<file path="config.mk">
export PLATFORM = sky130hd
export DESIGN_NAME = spi_block_xfer
export DESIGN_NICKNAME = d
export VERILOG_FILES = /design/src/rtl/spi_block_pkg.sv /design/src/rtl/spi_block_xfer.sv
export SDC_FILE = /design/constraint.sdc
export NUM_CORES = 1
export LEC_CHECK = 0
export ABC_AREA = 1
export BUFFER_PORTS_ARGS = -buffer_cell sky130_fd_sc_hd__buf_4
export CAP_MARGIN = 30
export CORE_MARGIN = 2
export CORE_UTILIZATION = 40
export CTS_BUF_LIST = sky130_fd_sc_hd__clkbuf_4 sky130_fd_sc_hd__clkbuf_8
export DETAILED_ROUTE_END_ITERATION = 12
export GPL_ROUTABILITY_DRIVEN = 1
export MAX_ROUTING_LAYER = met4
export PLACE_DENSITY = 0.64
export SETUP_SLACK_MARGIN = 0.15
export SLEW_MARGIN = 15
export SYNTH_ARGS = -nofsm -noshare
export SYNTH_HDL_FRONTEND = slang
export SYNTH_SLANG_ARGS = --single-unit
</file>
<file path="constraint.sdc">
create_clock -name i_Clk -period 2.58 [get_ports i_Clk]
set_input_delay 0.645 -clock i_Clk [delete_from_list [all_inputs] [get_ports i_Clk]]
set_output_delay 0.645 -clock i_Clk [all_outputs]
set_load 0.01 [all_outputs]
</file>
<file path="src/rtl/spi_block_pkg.sv">
// spi_block_pkg: opcodes, block size and FSM state type shared by the key-card SPI framer
package spi_block_pkg;
  localparam logic [7:0] OP_AUTH_INIT = 8'h10;
  localparam logic [7:0] OP_AUTH      = 8'h11;
  localparam logic [7:0] OP_GET_ID    = 8'h12;
  localparam int         BLOCK_BYTES  = 16;
  typedef enum logic [2:0] {IDLE, ISSUE, GUARD, WAITRDY, DRAIN, DONE} state_t;
endpackage

</file>
<file path="src/rtl/spi_block_xfer.sv">
// spi_block_xfer: frames opcode + 0..16 payload bytes + 0..16 response bytes onto an SPI master under one CS
// i_Clk, i_Rst_L         clock, async active-low reset
// i_Cmd_*, o_Cmd_Ready   command request (opcode, clamped lengths, payload block), accepted in IDLE
// o_Rsp_*                one-cycle completion pulse, timeout flag, response block held until next accept
// o_TX_*, i_TX_Ready     byte stream and per-CS byte count to the SPI master
// i_RX_DV, i_RX_Byte     received bytes from the SPI master
module spi_block_xfer #(
  parameter int BLOCK_BYTES      = spi_block_pkg::BLOCK_BYTES,
  parameter int MAX_BYTES_PER_CS = 33,
  parameter int TIMEOUT_CLKS     = 4096
) (
  input  logic                                  i_Clk,
  input  logic                                  i_Rst_L,
  input  logic                                  i_Cmd_Valid,
  output logic                                  o_Cmd_Ready,
  input  logic [7:0]                            i_Cmd_Opcode,
  input  logic [4:0]                            i_Cmd_Tx_Len,
  input  logic [4:0]                            i_Cmd_Rx_Len,
  input  logic [8*BLOCK_BYTES-1:0]              i_Cmd_Block,
  output logic                                  o_Rsp_Valid,
  output logic                                  o_Rsp_Err,
  output logic [8*BLOCK_BYTES-1:0]              o_Rsp_Block,
  output logic [$clog2(MAX_BYTES_PER_CS+1)-1:0] o_TX_Count,
  output logic [7:0]                            o_TX_Byte,
  output logic                                  o_TX_DV,
  input  logic                                  i_TX_Ready,
  input  logic                                  i_RX_DV,
  input  logic [7:0]                            i_RX_Byte
);
  import spi_block_pkg::*;
  localparam int DW = 8*BLOCK_BYTES;
  localparam int CW = $clog2(MAX_BYTES_PER_CS+1);
  localparam int TW = $clog2(TIMEOUT_CLKS+1);
  localparam logic [4:0] LMAX = 5'(BLOCK_BYTES);
  state_t r_state;
  logic [7:0] r_op;
  logic [CW-1:0] r_tx, r_total, r_idx, r_rx_seen;
  logic [DW-1:0] r_sh;
  logic [TW-1:0] r_tmo;
  logic r_rdy_d;
  logic [4:0] w_tx, w_rx;
  logic [CW-1:0] w_total, w_rx_next, w_rsp_j;
  logic [7:0] w_byte;
  logic w_rx_cap, w_in_rsp, w_tmo_rst, w_tmo_hit;
  assign w_tx        = (i_Cmd_Tx_Len > LMAX) ? LMAX : i_Cmd_Tx_Len;
  assign w_rx        = (i_Cmd_Rx_Len > LMAX) ? LMAX : i_Cmd_Rx_Len;
  assign w_total     = CW'(1) + CW'(w_tx) + CW'(w_rx);
  assign o_Cmd_Ready = r_state == IDLE;
  assign w_rx_cap    = i_RX_DV && r_state != IDLE;
  assign w_rx_next   = r_rx_seen + CW'(w_rx_cap);
  // receive byte index r maps to response byte r-1-tx; opcode/payload echoes fall outside the window
  assign w_rsp_j     = r_rx_seen - CW'(1) - r_tx;
  assign w_in_rsp    = w_rx_cap && r_rx_seen > r_tx && r_rx_seen < r_total;
  // payload bytes come from the top of a shift register so the index never needs a variable slice
  assign w_byte      = (r_idx == '0) ? r_op : (r_idx <= r_tx) ? r_sh[DW-1 -: 8] : 8'h00;
  assign w_tmo_rst   = (i_TX_Ready && !r_rdy_d) || i_RX_DV;
  assign w_tmo_hit   = r_tmo == TW'(TIMEOUT_CLKS-1) && !w_tmo_rst;
  always_ff @(posedge i_Clk or negedge i_Rst_L) begin
    if (!i_Rst_L) begin
      r_state     <= IDLE;
      r_op        <= '0;
      r_tx        <= '0;
      r_total     <= '0;
      r_idx       <= '0;
      r_rx_seen   <= '0;
      r_sh        <= '0;
      r_tmo       <= '0;
      r_rdy_d     <= 1'b0;
      o_TX_DV     <= 1'b0;
      o_TX_Byte   <= '0;
      o_TX_Count  <= '0;
      o_Rsp_Valid <= 1'b0;
      o_Rsp_Err   <= 1'b0;
      o_Rsp_Block <= '0;
    end else begin
      o_TX_DV     <= 1'b0;
      o_Rsp_Valid <= 1'b0;
      r_rdy_d     <= i_TX_Ready;
      r_tmo       <= (r_state == IDLE || w_tmo_rst) ? '0 : r_tmo + 1'b1;
      r_rx_seen   <= w_rx_next;
      for (int k = 0; k < BLOCK_BYTES; k++)
        if (w_in_rsp && w_rsp_j == CW'(k)) o_Rsp_Block[DW-1-8*k -: 8] <= i_RX_Byte;
      case (r_state)
        IDLE: if (i_Cmd_Valid) begin
          r_op        <= i_Cmd_Opcode;
          r_tx        <= CW'(w_tx);
          r_total     <= w_total;
          o_TX_Count  <= w_total;
          r_sh        <= i_Cmd_Block;
          r_idx       <= '0;
          r_rx_seen   <= '0;
          o_Rsp_Block <= '0;
          o_Rsp_Err   <= 1'b0;
          r_state     <= ISSUE;
        end
        ISSUE: if (i_TX_Ready) begin
          o_TX_DV   <= 1'b1;
          o_TX_Byte <= w_byte;
          r_idx     <= r_idx + 1'b1;
          if (r_idx != '0 && r_idx <= r_tx) r_sh <= r_sh << 8;
          r_state   <= GUARD;
        end else if (w_tmo_hit) begin
          o_Rsp_Valid <= 1'b1;
          o_Rsp_Err   <= 1'b1;
          r_state     <= DONE;
        end
        // the master still shows ready in the cycle after a strobe, so it is ignored here
        GUARD: r_state <= WAITRDY;
        WAITRDY: if (r_idx == r_total) r_state <= DRAIN;
        else if (i_TX_Ready) r_state <= ISSUE;
        else if (w_tmo_hit) begin
          o_Rsp_Valid <= 1'b1;
          o_Rsp_Err   <= 1'b1;
          r_state     <= DONE;
        end
        // the final receive strobe may land in this very cycle, hence the look-ahead count
        DRAIN: if (w_rx_next == r_total) begin
          o_Rsp_Valid <= 1'b1;
          r_state     <= DONE;
        end else if (w_tmo_hit) begin
          o_Rsp_Valid <= 1'b1;
          o_Rsp_Err   <= 1'b1;
          r_state     <= DONE;
        end
        DONE: r_state <= IDLE;
        default: r_state <= IDLE;
      endcase
    end
  end
endmodule
</file>
# [After elaboration in Yosys (flattened, before gate mapping)]
# Cells that the tools add are included.
[classes] add_sub_neg=7 order_cmp=5 eq_ne=27 muxes=52 reduce_logical=38
[op_table] cell="128-bit 2-to-1 mux" count=5
[op_table] cell="128-bit one-hot mux with 2 select lines" count=1
[op_table] cell="8-bit 2-to-1 mux" count=18
[op_table] cell="6-bit by 4-bit == test with 1-bit output (second input constant)" count=8
[op_table] cell="6-bit by 3-bit == test with 1-bit output (second input constant)" count=4
[op_table] cell="6-bit 2-to-1 mux" count=4
[op_table] cell="1-bit logical AND" count=22
[op_table] cell="3-bit 2-to-1 mux" count=6
[op_table] cell="3-bit one-hot mux with 5 select lines" count=1
[op_table] cell="13-bit by 1-bit adder with 13-bit output (second input constant)" count=1
[op_table] cell="13-bit by 12-bit == test with 1-bit output (second input constant)" count=1
[op_table] cell="13-bit 2-to-1 mux" count=1
[op_table] cell="6-bit by 2-bit == test with 1-bit output (second input constant)" count=2
[op_table] cell="6-bit == test" count=2
[op_table] cell="6-bit logical NOT" count=2
[op_table] cell="6-bit one-hot mux with 2 select lines" count=1
[op_table] cell="1-bit 2-to-1 mux" count=11
[op_table] cell="5-bit > comparator (second input constant)" count=2
[op_table] cell="5-bit 2-to-1 mux" count=2
[op_table] cell="2-bit != test (second input constant)" count=5
[op_table] cell="4-bit AND reduction" count=2
[op_table] cell="1-bit by 5-bit adder with 6-bit output (first input constant)" count=1
[op_table] cell="6-bit by 1-bit adder with 6-bit output" count=1
[op_table] cell="6-bit by 1-bit adder with 6-bit output (second input constant)" count=1
[op_table] cell="21 further kinds" count=25
[word_totals] regBits=315 in_bits=159 output_inout_bits=146 wordCells=143

# [Logic depth before layout (Yosys ltp)]
# Gate-level depths: netlist (run 1).
[logic_depth] word_depth=9 ltp_mapped=16 depth_no_buf=16

# [Worst setup path after synthesis (run 1)]
# OpenSTA, ideal clock, no wires.
[synth_timing] path_kind="in2reg" from="input port i_Cmd_Tx_Len[3]" to="register r_total[4]" setup_ns=0.136 arrival_time_ns=2.187 required_time_ns=2.444 setup_slack_ns=0.257 stages=11 n_path_buf=0 path_cell_list="inv_1 > a41oi_1 > or2_2 > ha_1 > inv_1 > fa_1 > a21oi_1 > nor2_1 > nor2_1 > xor2_1 > o21ai_0"
[synth_between] elab_chain_len=4
[synth_rtl] element="from (decl)" line="spi_block_xfer.sv:17" text="input logic [4:0] i_Cmd_Tx_Len,"
[synth_rtl] element="5-bit > comparator" line="spi_block_xfer.sv:45" text="assign w_tx = (i_Cmd_Tx_Len > LMAX) ? LMAX : i_Cmd_Tx_Len;"
[synth_rtl] element="5-bit 2-to-1 mux (*)" line="spi_block_xfer.sv:45"
[synth_rtl] element="1-bit by 5-bit adder with 6-bit output (*)" line="spi_block_xfer.sv:47" text="assign w_total = CW'(1) + CW'(w_tx) + CW'(w_rx);"
[synth_rtl] element="6-bit by 5-bit adder with 6-bit output (*)" line="spi_block_xfer.sv:47"
[synth_rtl] element="to (signal assigned)" line="spi_block_xfer.sv:87" text="r_total <= w_total;"
[synth_rtl] element="to (decl)" line="spi_block_xfer.sv:37" text="logic [CW-1:0] r_tx, r_total, r_idx, r_rx_seen;"
# Every way passes the cells marked *; elsewhere a longest branch is shown, timed or not.
# A chain may end at the register's enable or synchronous reset.

# [Final worst setup path (run 1)]
[layout_timing] from="register r_rx_seen[0]" to="register o_Rsp_Block[4]"
[layout_between] elab_chain_len=7 elab_cells_between_ends=11 classes_between="add/sub: 2; order compare: 2; eq/ne: 1; mux: 3; reduce/logical: 3"
[layout_rtl] element="from (decl)" line="spi_block_xfer.sv:37"
[layout_rtl] element="from (signal assigned)" line="spi_block_xfer.sv:80" text="r_rx_seen <= w_rx_next;"
[layout_rtl] element="6-bit by 1-bit subtractor with 6-bit output / 6-bit by 5-bit > comparator with 1-bit output (equally long branches)" line="spi_block_xfer.sv:52, spi_block_xfer.sv:53"
[layout_rtl] element="6-bit by 5-bit subtractor with 6-bit output / 1-bit logical AND (equally long branches)" line="spi_block_xfer.sv:52, spi_block_xfer.sv:53"
[layout_rtl] element="6-bit by 4-bit == test with 1-bit output / 1-bit logical AND (equally long branches)" line="spi_block_xfer.sv:82, spi_block_xfer.sv:53"
[layout_rtl] element="1-bit logical AND (*)" line="spi_block_xfer.sv:82" text="if (w_in_rsp && w_rsp_j == CW'(k)) o_Rsp_Block[DW-1-8*k -: 8] <= i_RX_Byte;"
[layout_rtl] element="8-bit 2-to-1 mux (*)" line="spi_block_xfer.sv:82"
[layout_rtl] element="128-bit 2-to-1 mux" line="spi_block_xfer.sv:84" text="IDLE: if (i_Cmd_Valid) begin"
[layout_rtl] element="128-bit 2-to-1 mux (*)" line="spi_block_xfer.sv:83" text="case (r_state)"
[layout_rtl] element="to (signal, indexed assignment)" line="spi_block_xfer.sv:82"
[layout_rtl] element="to (decl)" line="spi_block_xfer.sv:22" text="output logic [8*BLOCK_BYTES-1:0] o_Rsp_Block,"
# Marked as above.

==> impl_metrics.py, run 1 <==
metrics = {
    "synth": {
        "synthDistinctLibCells": 44,
        "synth_fp_nets": 2254,
        "mean_instance_size_in_the_synthesized_netlist_um2": 8.08,
        "synthXorXnorAreaFrac_pct": 0.517,
        "post_synth_mux_area_share_pct": 8.09,
        "synth-simple-area-share_pct": 30.5,
        "synth.yosys.seq_area_share_pct": 47.2,
        "synth_fa_ha_area_share_pct": 2.26,
        "synth_area_mm2": 0.0167,
        "post_synth_inst_count": 2066,
        "compound_cell_area_share_of_the_yosys_netlist_pct": 3.39,
        "largest_family_of_logic_cells_by_synthesized_area": "simple AND/OR/NAND/NOR gates",
        "ys_seq_elements": 315,
        "yosysWarningCount": 0,
    },
    "floorplanning": {
        "initial_core_util_pct": 40.7,
        "placementRows": 74,
        "die_h_um": 208,
        "io_pins": 305,
        "die-width_um": 208,
        "core-area_mm2": 0.0410,
        "die_area_mm2": 0.0434,
    },
    "clock_network": {
        "clockRootBuffer": "sky130_fd_sc_hd__clkbuf_8",
        "cts-root-to-sink-buffers": 3,
        "clock_latency_ps": 650,
        "htree_levels": 2,
        "cts_tree": "done",
        "clk_pin_slew_ps": 60,
        "cts_inserted_buffers": 56,
        "tritoncts_num_sinks": 315,
    },
    "sta": {
        "fin_tns_setup_ps": 0,
        "setup-violations-final": 0,
        "final-max-slew-violation-count": 0,
        "hold_viol": 0,
        "fin_worst_skew_ps": 22.4,
        "relSlewSlack_pct": 57.2,
        "layout_min_cycle_time_ps": 2360,
        "worst-slew-pin-transition_ps": 643,
        "worst_setup_slack_final_ps": 220,
        "rsz0062_at_grt": "no",
        "final.period_utilization_pct": 91.5,
        "achievable-frequency_mhz": 424,
    },
    "detailed_routing": {
        "firstDrtPassIters": 5,
        "number_of_drc_violations_after_detailed_routing": 0,
        "postRouteAntennaNets": 0,
        "num_vias": 15000,
        "routed-wl-met3_um": 3900,
        "topRoutingLayerUsed": "met4",
        "totalWireLength_um": 49900,
        "drt_first_iter_violations": 949,
        "viasPerCell": 5.03,
        "routed_wire_length_per_instance_um": 16.7,
        "routedLengthMet1_um": 20800,
        "dr_wl_met2_um": 23800,
    },
    "setup_path": {
        "critical_path.startpoint_type": "register",
        "timing.critical_path.to_type": "register",
        "r2r.worst_path.cells": 10,
        "reg2reg_from": "r_rx_seen[0]",
        "crit_type": "register to register",
        "worst-endpoint-required_ps": 3140,
        "critical_path_peak_fanout": 8,
        "crit_path_start": "r_rx_seen[0]",
        "data_arrival_time_of_the_critical_path_ps": 2920,
    },
    "power_and_ir_drop": {
        "clock_power_share_pct": 22.3,
        "power.leakage_nw": 11.7,
        "switchingPower_w": 0.00912,
        "power.share.switching_pct": 40.2,
        "ir_worst_vdd_uv": 582,
        "proportion_of_power_drawn_by_combinational_gates_pct": 46.7,
        "power_per_cell_area_mw_per_mm2": 1040,
        "seqPwrFrac_pct": 31.0,
        "cellInternalPower_w": 0.0136,
    },
    "placement": {
        "gp_congestion": 0.869,
        "detailed_place_hpwl_um": 32800,
        "placed_cell_area_mm2": 0.0198,
        "post-place-cells": 2847,
        "io_buffers": 304,
        "place_ws_ps": -83.7,
    },
    "grt": {
        "initial_antenna_violation_count": 1,
        "total_routing_usage_gr_pct": 22.7,
        "grt_overflow_total": 0,
        "grt_max_degree": 131,
        "grt_pass1_wl_um": 77500,
        "first_global_vias": 14600,
    },
    "cells_and_area": {
        "n_fill_cell": 3863,
        "fin_area_mm2": 0.0217,
        "fraction_of_final_layout_cells_with_drive_strength_greater_than_1_pct": 28.2,
        "area_added_between_synthesis_and_finish_pct": 29.9,
        "design.final.nets": 2596,
        "final_cell_count_no_fill": 2982,
    },
    "outcome": {
        "result_of_the_run": "finished clean",
    },
    "hold_path": {
        "hold_path_startpoint": "i_TX_Ready",
        "hold_class": "primary input to register",
        "worstHoldPathCells": 1,
    },
    "job": {
        "max-cap-violations": 0,
    },
}
[worst max-delay path, cell delays in order, from the launching register on]
cell and delay, ps:
sky130_fd_sc_hd__dfrtp_1 420, sky130_fd_sc_hd__ha_4 190, sky130_fd_sc_hd__fa_2 440, sky130_fd_sc_hd__xnor2_4 190, sky130_fd_sc_hd__inv_2 120, sky130_fd_sc_hd__nand3_1 210, sky130_fd_sc_hd__nor2_4 250, sky130_fd_sc_hd__nand3_2 210
sky130_fd_sc_hd__nand2_1 110, sky130_fd_sc_hd__inv_1 40, sky130_fd_sc_hd__nor2_1 110
[Yosys cell counts]
cell type	count	area [um^2]
sky130_fd_sc_hd__xnor2_2	1	16.3
sky130_fd_sc_hd__nand2_2	3	18.8
sky130_fd_sc_hd__a22oi_1	1	7.51
sky130_fd_sc_hd__nor2_4	11	124
sky130_fd_sc_hd__a41oi_1	1	8.76
sky130_fd_sc_hd__nor3b_1	4	30.0
sky130_fd_sc_hd__ha_1	27	338
sky130_fd_sc_hd__a31oi_1	1	6.26
sky130_fd_sc_hd__mux2_2	120	1350
sky130_fd_sc_hd__o21a_1	4	30.0
sky130_fd_sc_hd__buf_1	22	82.6
sky130_fd_sc_hd__xor2_1	5	43.8
sky130_fd_sc_hd__o21ai_0	16	80.1
sky130_fd_sc_hd__nand4_1	65	407
sky130_fd_sc_hd__o21ai_1	1	5.00
sky130_fd_sc_hd__o21bai_1	1	7.51
sky130_fd_sc_hd__dfrtp_1	315	7880
sky130_fd_sc_hd__fa_1	2	40.0
sky130_fd_sc_hd__buf_6	5	56.3
sky130_fd_sc_hd__o211ai_1	1	7.51
sky130_fd_sc_hd__inv_1	195	732
sky130_fd_sc_hd__nand3_4	1	17.5
sky130_fd_sc_hd__a211oi_1	1	7.51
sky130_fd_sc_hd__nor2_1	227	852
sky130_fd_sc_hd__xnor2_1	3	26.3
sky130_fd_sc_hd__buf_4	8	60.1
sky130_fd_sc_hd__nand2_4	2	22.5
sky130_fd_sc_hd__clkbuf_1	24	90.1
sky130_fd_sc_hd__a21oi_1	74	370
sky130_fd_sc_hd__o311ai_0	1	8.76
sky130_fd_sc_hd__nor2_2	12	75.1
sky130_fd_sc_hd__inv_2	9	33.8
sky130_fd_sc_hd__nand3_2	8	80.1
sky130_fd_sc_hd__nor3_1	9	45.0
sky130_fd_sc_hd__or2_2	2	12.5
sky130_fd_sc_hd__nand2_1	580	2180
sky130_fd_sc_hd__a21boi_0	2	15.0
sky130_fd_sc_hd__and3_1	1	6.26
sky130_fd_sc_hd__nand3b_1	2	15.0
sky130_fd_sc_hd__o22ai_1	2	12.5
sky130_fd_sc_hd__buf_2	57	285
sky130_fd_sc_hd__nand3_1	238	1190
sky130_fd_sc_hd__nor2_8	1	20.0
sky130_fd_sc_hd__clkinv_1	1	3.75
[power groups by stage]
stage | Clock (W) | Combinational, W | Sequential [W]
final | 0.00506 | 0.0106 | 0.00704
after global routing | 0.00542 | 0.0117 | 0.00717
after CTS | 0.00519 | 0.00981 | 0.00702
after detailed placement | 0 | 0.00953 | 0.00709
after global placement | 0 | 0.00935 | 0.00705
after floorplan | 0 | 0.00686 | 0.00690
[cells by family (layout without fill, tap and decap cells)]
| kind of cell | count (synthesis) | in the layout |
|---|---|---|
| DFF | 315 | 315 |
| other | 0 | 1 |
| AOI/OAI and AO/OA | 106 | 106 |
| xor gates and xnor gates | 9 | 9 |
| buffers and inverters | 321 | 704 |
| and+or+nand+nor | 1166 | 1166 |
| muxes | 120 | 120 |
| adders and majority gates | 29 | 29 |
[through the flow]
stage	power (W)	hold slack, ps	util [%]
3_3_place_gp	0.0164	449	48.2
6_report	0.0227	177	52.9
4_1_cts	0.0220	120	51.5
2_1_floorplan	0.0138	349	-
3_5_place_dp	0.0166	459	48.2
5_1_grt	0.0243	150	52.9
[per-layer routing]
layer  track usage [%]  vias to the layer above
li1                  -                     7327
met5                 -                        -
met3              5.90                       87
met4              7.49                        0
met1              28.2                     7107
met2              36.2                      474
[placed cells by master, fill, tap and decap left out, types with 22 or more instances in the layout]
| cell type | n |
|---|---|
| sky130_fd_sc_hd__clkbuf_8 | 74 |
| sky130_fd_sc_hd__nand3_1 | 237 |
| sky130_fd_sc_hd__nand2_1 | 573 |
| sky130_fd_sc_hd__inv_1 | 192 |
| sky130_fd_sc_hd__a21oi_1 | 74 |
| sky130_fd_sc_hd__nor2_4 | 23 |
| sky130_fd_sc_hd__mux2_2 | 120 |
| sky130_fd_sc_hd__dfrtp_1 | 312 |
| sky130_fd_sc_hd__ha_1 | 23 |
| sky130_fd_sc_hd__nor2_1 | 225 |
| sky130_fd_sc_hd__buf_12 | 22 |
| sky130_fd_sc_hd__nand4_1 | 65 |
| sky130_fd_sc_hd__buf_4 | 367 |
[worst paths after layout]
path | slack (ps) | to
setup / recovery | 220 | o_Rsp_Block[4]
hold / removal | 180 | r_rdy_d
setup reg to reg | 220 | o_Rsp_Block[4]
hold reg to reg | 460 | r_tmo[0]
max in group asynchronous | 1250 | o_Rsp_Block[115]
min in group asynchronous | 540 | r_state[2]
[state kept, by name (all words and copies together) (netlist names)]
register / count
o_Rsp_Block: 128
r_rdy_d: 1
r_total: 6
o_TX_Byte: 8
r_sh: 128
o_Rsp_Err: 1
o_Rsp_Valid: 1
r_rx_seen: 6
r_idx: 6
r_tmo: 13
o_TX_DV: 1
r_state: 3
r_tx: 5
r_op: 8
[final cells by class]
class / instances / area, um^2 / area share (%)
Sequential cell: 315 / 7890 / 36.3
Timing Repair Buffer: 400 / 3460 / 15.9
Clock inverter: 7 / 63.8 / 0.294
Tap cell: 532 / 666 / 3.07
Inverter: 205 / 769 / 3.55
Clock buffer: 92 / 1150 / 5.32
Multi-Input combinational cell: 1430 / 7700 / 35.5
Antenna cell: 1 / 2.50 / 0.0115
[timing repair]
item / in CTS / in global routing
endpoints found under the setup margin: 107 / 257
hold buffers: 1 / 0
pin swaps: 2 / 13
resized for setup: 8 / 35
hold endpoints to repair: 44 / 0
setup buffers: 2 / 25
cloned: 1 / 6
Note: power is estimated with default switching activity, not from simulation.
==> run 2, diff against run 1 <==
--- a/config.mk
+++ b/config.mk
@@ -14,7 +14,7 @@
 export DETAILED_ROUTE_END_ITERATION = 12
 export GPL_ROUTABILITY_DRIVEN = 1
 export MAX_ROUTING_LAYER = met4
-export PLACE_DENSITY = 0.64
+export PLACE_DENSITY = 0.68
 export SETUP_SLACK_MARGIN = 0.15
 export SLEW_MARGIN = 15
 export SYNTH_ARGS = -nofsm -noshare
==> constraint.sdc (replaced) <==
create_clock -name i_Clk -period 2.58 [get_ports i_Clk]
set_input_delay 0.258 -clock i_Clk [delete_from_list [all_inputs] [get_ports i_Clk]]
set_output_delay 0.258 -clock i_Clk [all_outputs]
set_load 0.01 [all_outputs]
==> run 2 against run 1 <==
  * Critical endpoint is now o_Rsp_Block[80]
  * Die area unchanged
  * Count of clock-buffer cells in the layout unchanged
  * Final cell count increased by 4.2%
==> impl_metrics.py, run 2 (synthesized netlist as in run 1, its figures left out) <==
metrics = {
    "clock_network": {
        "clk_pin_slew_ps": 60,
        "cts_tree": "done",
        "clock_latency_ps": 640,
        "clockRootBuffer": "sky130_fd_sc_hd__clkbuf_8",
        "tritoncts_num_sinks": 315,
        "cts_inserted_buffers": 57,
        "cts-root-to-sink-buffers": 3,
        "htree_levels": 2,
    },
    "floorplanning": {
        "initial_core_util_pct": 40.7,
        "die-width_um": 208,
        "core-area_mm2": 0.0410,
        "die_h_um": 208,
        "placementRows": 74,
        "io_pins": 305,
        "die_area_mm2": 0.0434,
    },
    "power_and_ir_drop": {
        "switchingPower_w": 0.00927,
        "fin_total_pwr_w": 0.0227,
        "cellInternalPower_w": 0.0134,
        "power_per_cell_area_mw_per_mm2": 991,
        "seqPwrFrac_pct": 31.1,
        "power.leakage_nw": 12.1,
        "ir_worst_vdd_uv": 813,
        "proportion_of_power_drawn_by_combinational_gates_pct": 46.9,
        "power.share.switching_pct": 40.9,
        "clock_power_share_pct": 21.9,
    },
    "placement": {
        "io_buffers": 304,
        "detailed_place_hpwl_um": 32400,
        "gp_congestion": 0.897,
    },
    "setup_path": {
        "worst_path_max_delay_cell": "sky130_fd_sc_hd__fa_2",
        "crit_path_start": "r_rx_seen[0]",
        "max_stage_delay_ps": 450,
        "data_arrival_time_of_the_critical_path_ps": 2820,
        "crit_path_cell_trace": "ha_4, fa_2, nand2_2, nand2_1, nand2_2, nand2_4, inv_2, nand3_4, buf_12, nor2_4, buf_12, nand3_1, nand2_1, nor2_1",
        "crit_type": "register to register",
        "timing.critical_path.to_type": "register",
        "critical_path.startpoint_type": "register",
        "reg2reg_from": "r_rx_seen[0]",
        "critical_path_peak_fanout": 9,
        "worst-endpoint-required_ps": 3100,
    },
    "sta": {
        "final.period_utilization_pct": 89.2,
        "achievable-frequency_mhz": 434,
        "fin_worst_skew_ps": 15.6,
        "final-max-slew-violation-count": 0,
        "hold_viol": 0,
        "relSlewSlack_pct": 39.3,
        "rsz0062_at_grt": "no",
        "worst-slew-pin-transition_ps": 910,
        "fin_tns_setup_ps": 0,
        "setup-violations-final": 0,
        "layout_min_cycle_time_ps": 2300,
    },
    "cells_and_area": {
        "layout_common_cells": "sky130_fd_sc_hd__nand2_1 (572), sky130_fd_sc_hd__buf_4 (349), sky130_fd_sc_hd__dfrtp_1 (312), sky130_fd_sc_hd__nand3_1 (235), sky130_fd_sc_hd__nor2_1 (225)",
        "design.final.nets": 2717,
        "top_regs": "o_Rsp_Block x128, r_sh x128, r_tmo x13",
        "area_added_between_synthesis_and_finish_pct": 37.0,
        "n_fill_cell": 3561,
        "fraction_of_final_layout_cells_with_drive_strength_greater_than_1_pct": 26.3,
        "leading_cell_type_in_the_layout_fill_and_taps_excluded": "sky130_fd_sc_hd__nand2_1",
    },
    "detailed_routing": {
        "firstDrtPassIters": 5,
        "viasPerCell": 5.06,
        "number_of_drc_violations_after_detailed_routing": 0,
        "drt_first_iter_violations": 1127,
        "postRouteAntennaNets": 0,
        "routed_wire_length_per_instance_um": 16.8,
        "num_vias": 15700,
        "totalWireLength_um": 52100,
    },
    "grt": {
        "grt_max_degree": 141,
        "initial_antenna_violation_count": 3,
        "grt_pass1_wl_um": 83800,
        "first_global_vias": 15900,
        "total_routing_usage_gr_pct": 24.4,
        "grt_overflow_total": 0,
    },
    "outcome": {
        "result_of_the_run": "finished clean",
    },
    "hold_path": {
        "hold_class": "primary input to register",
        "hold_path_startpoint": "i_Cmd_Rx_Len[4]",
    },
    "job": {
        "max-cap-violations": 0,
    },
}
## run 2: cell count changes in the layout (fill, tap and decap cells not counted), moves of 2 or more
cell / change
sky130_fd_sc_hd__clkinvlp_4: +3
sky130_fd_sc_hd__clkbuf_16: -4
sky130_fd_sc_hd__nand2_2: +2
sky130_fd_sc_hd__ha_1: -2
sky130_fd_sc_hd__dlygate4sd3_1: +141
sky130_fd_sc_hd__nand3_1: -2
sky130_fd_sc_hd__diode_2: +2
sky130_fd_sc_hd__buf_4: -18
sky130_fd_sc_hd__buf_16: -2
## run 2: area by class of cell
type	instances	area, um^2	share of cell area [%]
clock inverter	9	52.6	0.230
timing repair buffer	520	4630	20.2
tap	532	666	2.91
multi-input combinational	1430	7720	33.7
antenna	3	7.51	0.0328
inverter	205	769	3.36
clock buffer	92	1150	5.04
sequential	315	7890	34.5
## run 2: path summary, 6_finish.rpt
check | end | slack [ps] | depth (start not counted)
max in group asynchronous | o_Rsp_Block[21] | 1500 | 3
min in group asynchronous | o_Rsp_Block[61] | 260 | 2
worst max register to register | o_Rsp_Block[80] | 280 | 14
worst min register to register | r_tmo[0] | 460 | 1
worst max-delay path | o_Rsp_Block[80] | 280 | 14
worst min-delay path | r_total[0] | 70 | 4
## run 2: per-layer routing
metal | vias up | track usage, % | wire length, um
li1 | 7556 | - | -
met4 | 0 | 9.75 | 1800
met2 | 611 | 39.9 | 25600
met3 | 125 | 4.77 | 3600
met5 | - | - | 0
met1 | 7426 | 29.7 | 21100
## run 2: worst max-delay path: cells and delay by family, from the launching register on
kind	cells	cell delay (ps)
and+or+nand+nor	9	760
adders and majority gates	2	630
DFF	1	410
buffers and inverters	3	380
## run 2: metrics by stage
stage	cells	cell area (um^2)	hold WS, ps	utilization (%)	setup slack [ps]
after detailed placement	2826	19600	355	47.9	-34.1
after CTS	3080	22500	6.47	54.9	151
after floorplan	2066	16700	-37.6	-	345
after global routing	3106	22900	37.0	55.8	150
after global placement	2826	19600	360	47.9	82.8
final	3106	22900	66.2	55.8	278
## run 2: power by group through the flow
| stage | Sequential [W] | Combinational (W) | Clock (W) |
|---|---|---|---|
| finish | 0.00706 | 0.0106 | 0.00497 |
| global route | 0.00718 | 0.0118 | 0.00532 |
| CTS | 0.00700 | 0.00999 | 0.00510 |
| detailed placement | 0.00707 | 0.00938 | 0 |
| global placement | 0.00703 | 0.00917 | 0 |
| floorplan | 0.00690 | 0.00686 | 0 |
## run 2: repair_timing
item | CTS | global route
hold endpoints to repair | 220 | 0
setup endpoints to repair | 117 | 131
cloned | 1 | 2
pin swaps | 6 | 17
gates resized for setup | 13 | 35
buffers inserted | 10 | 21
hold buffers | 142 | 0
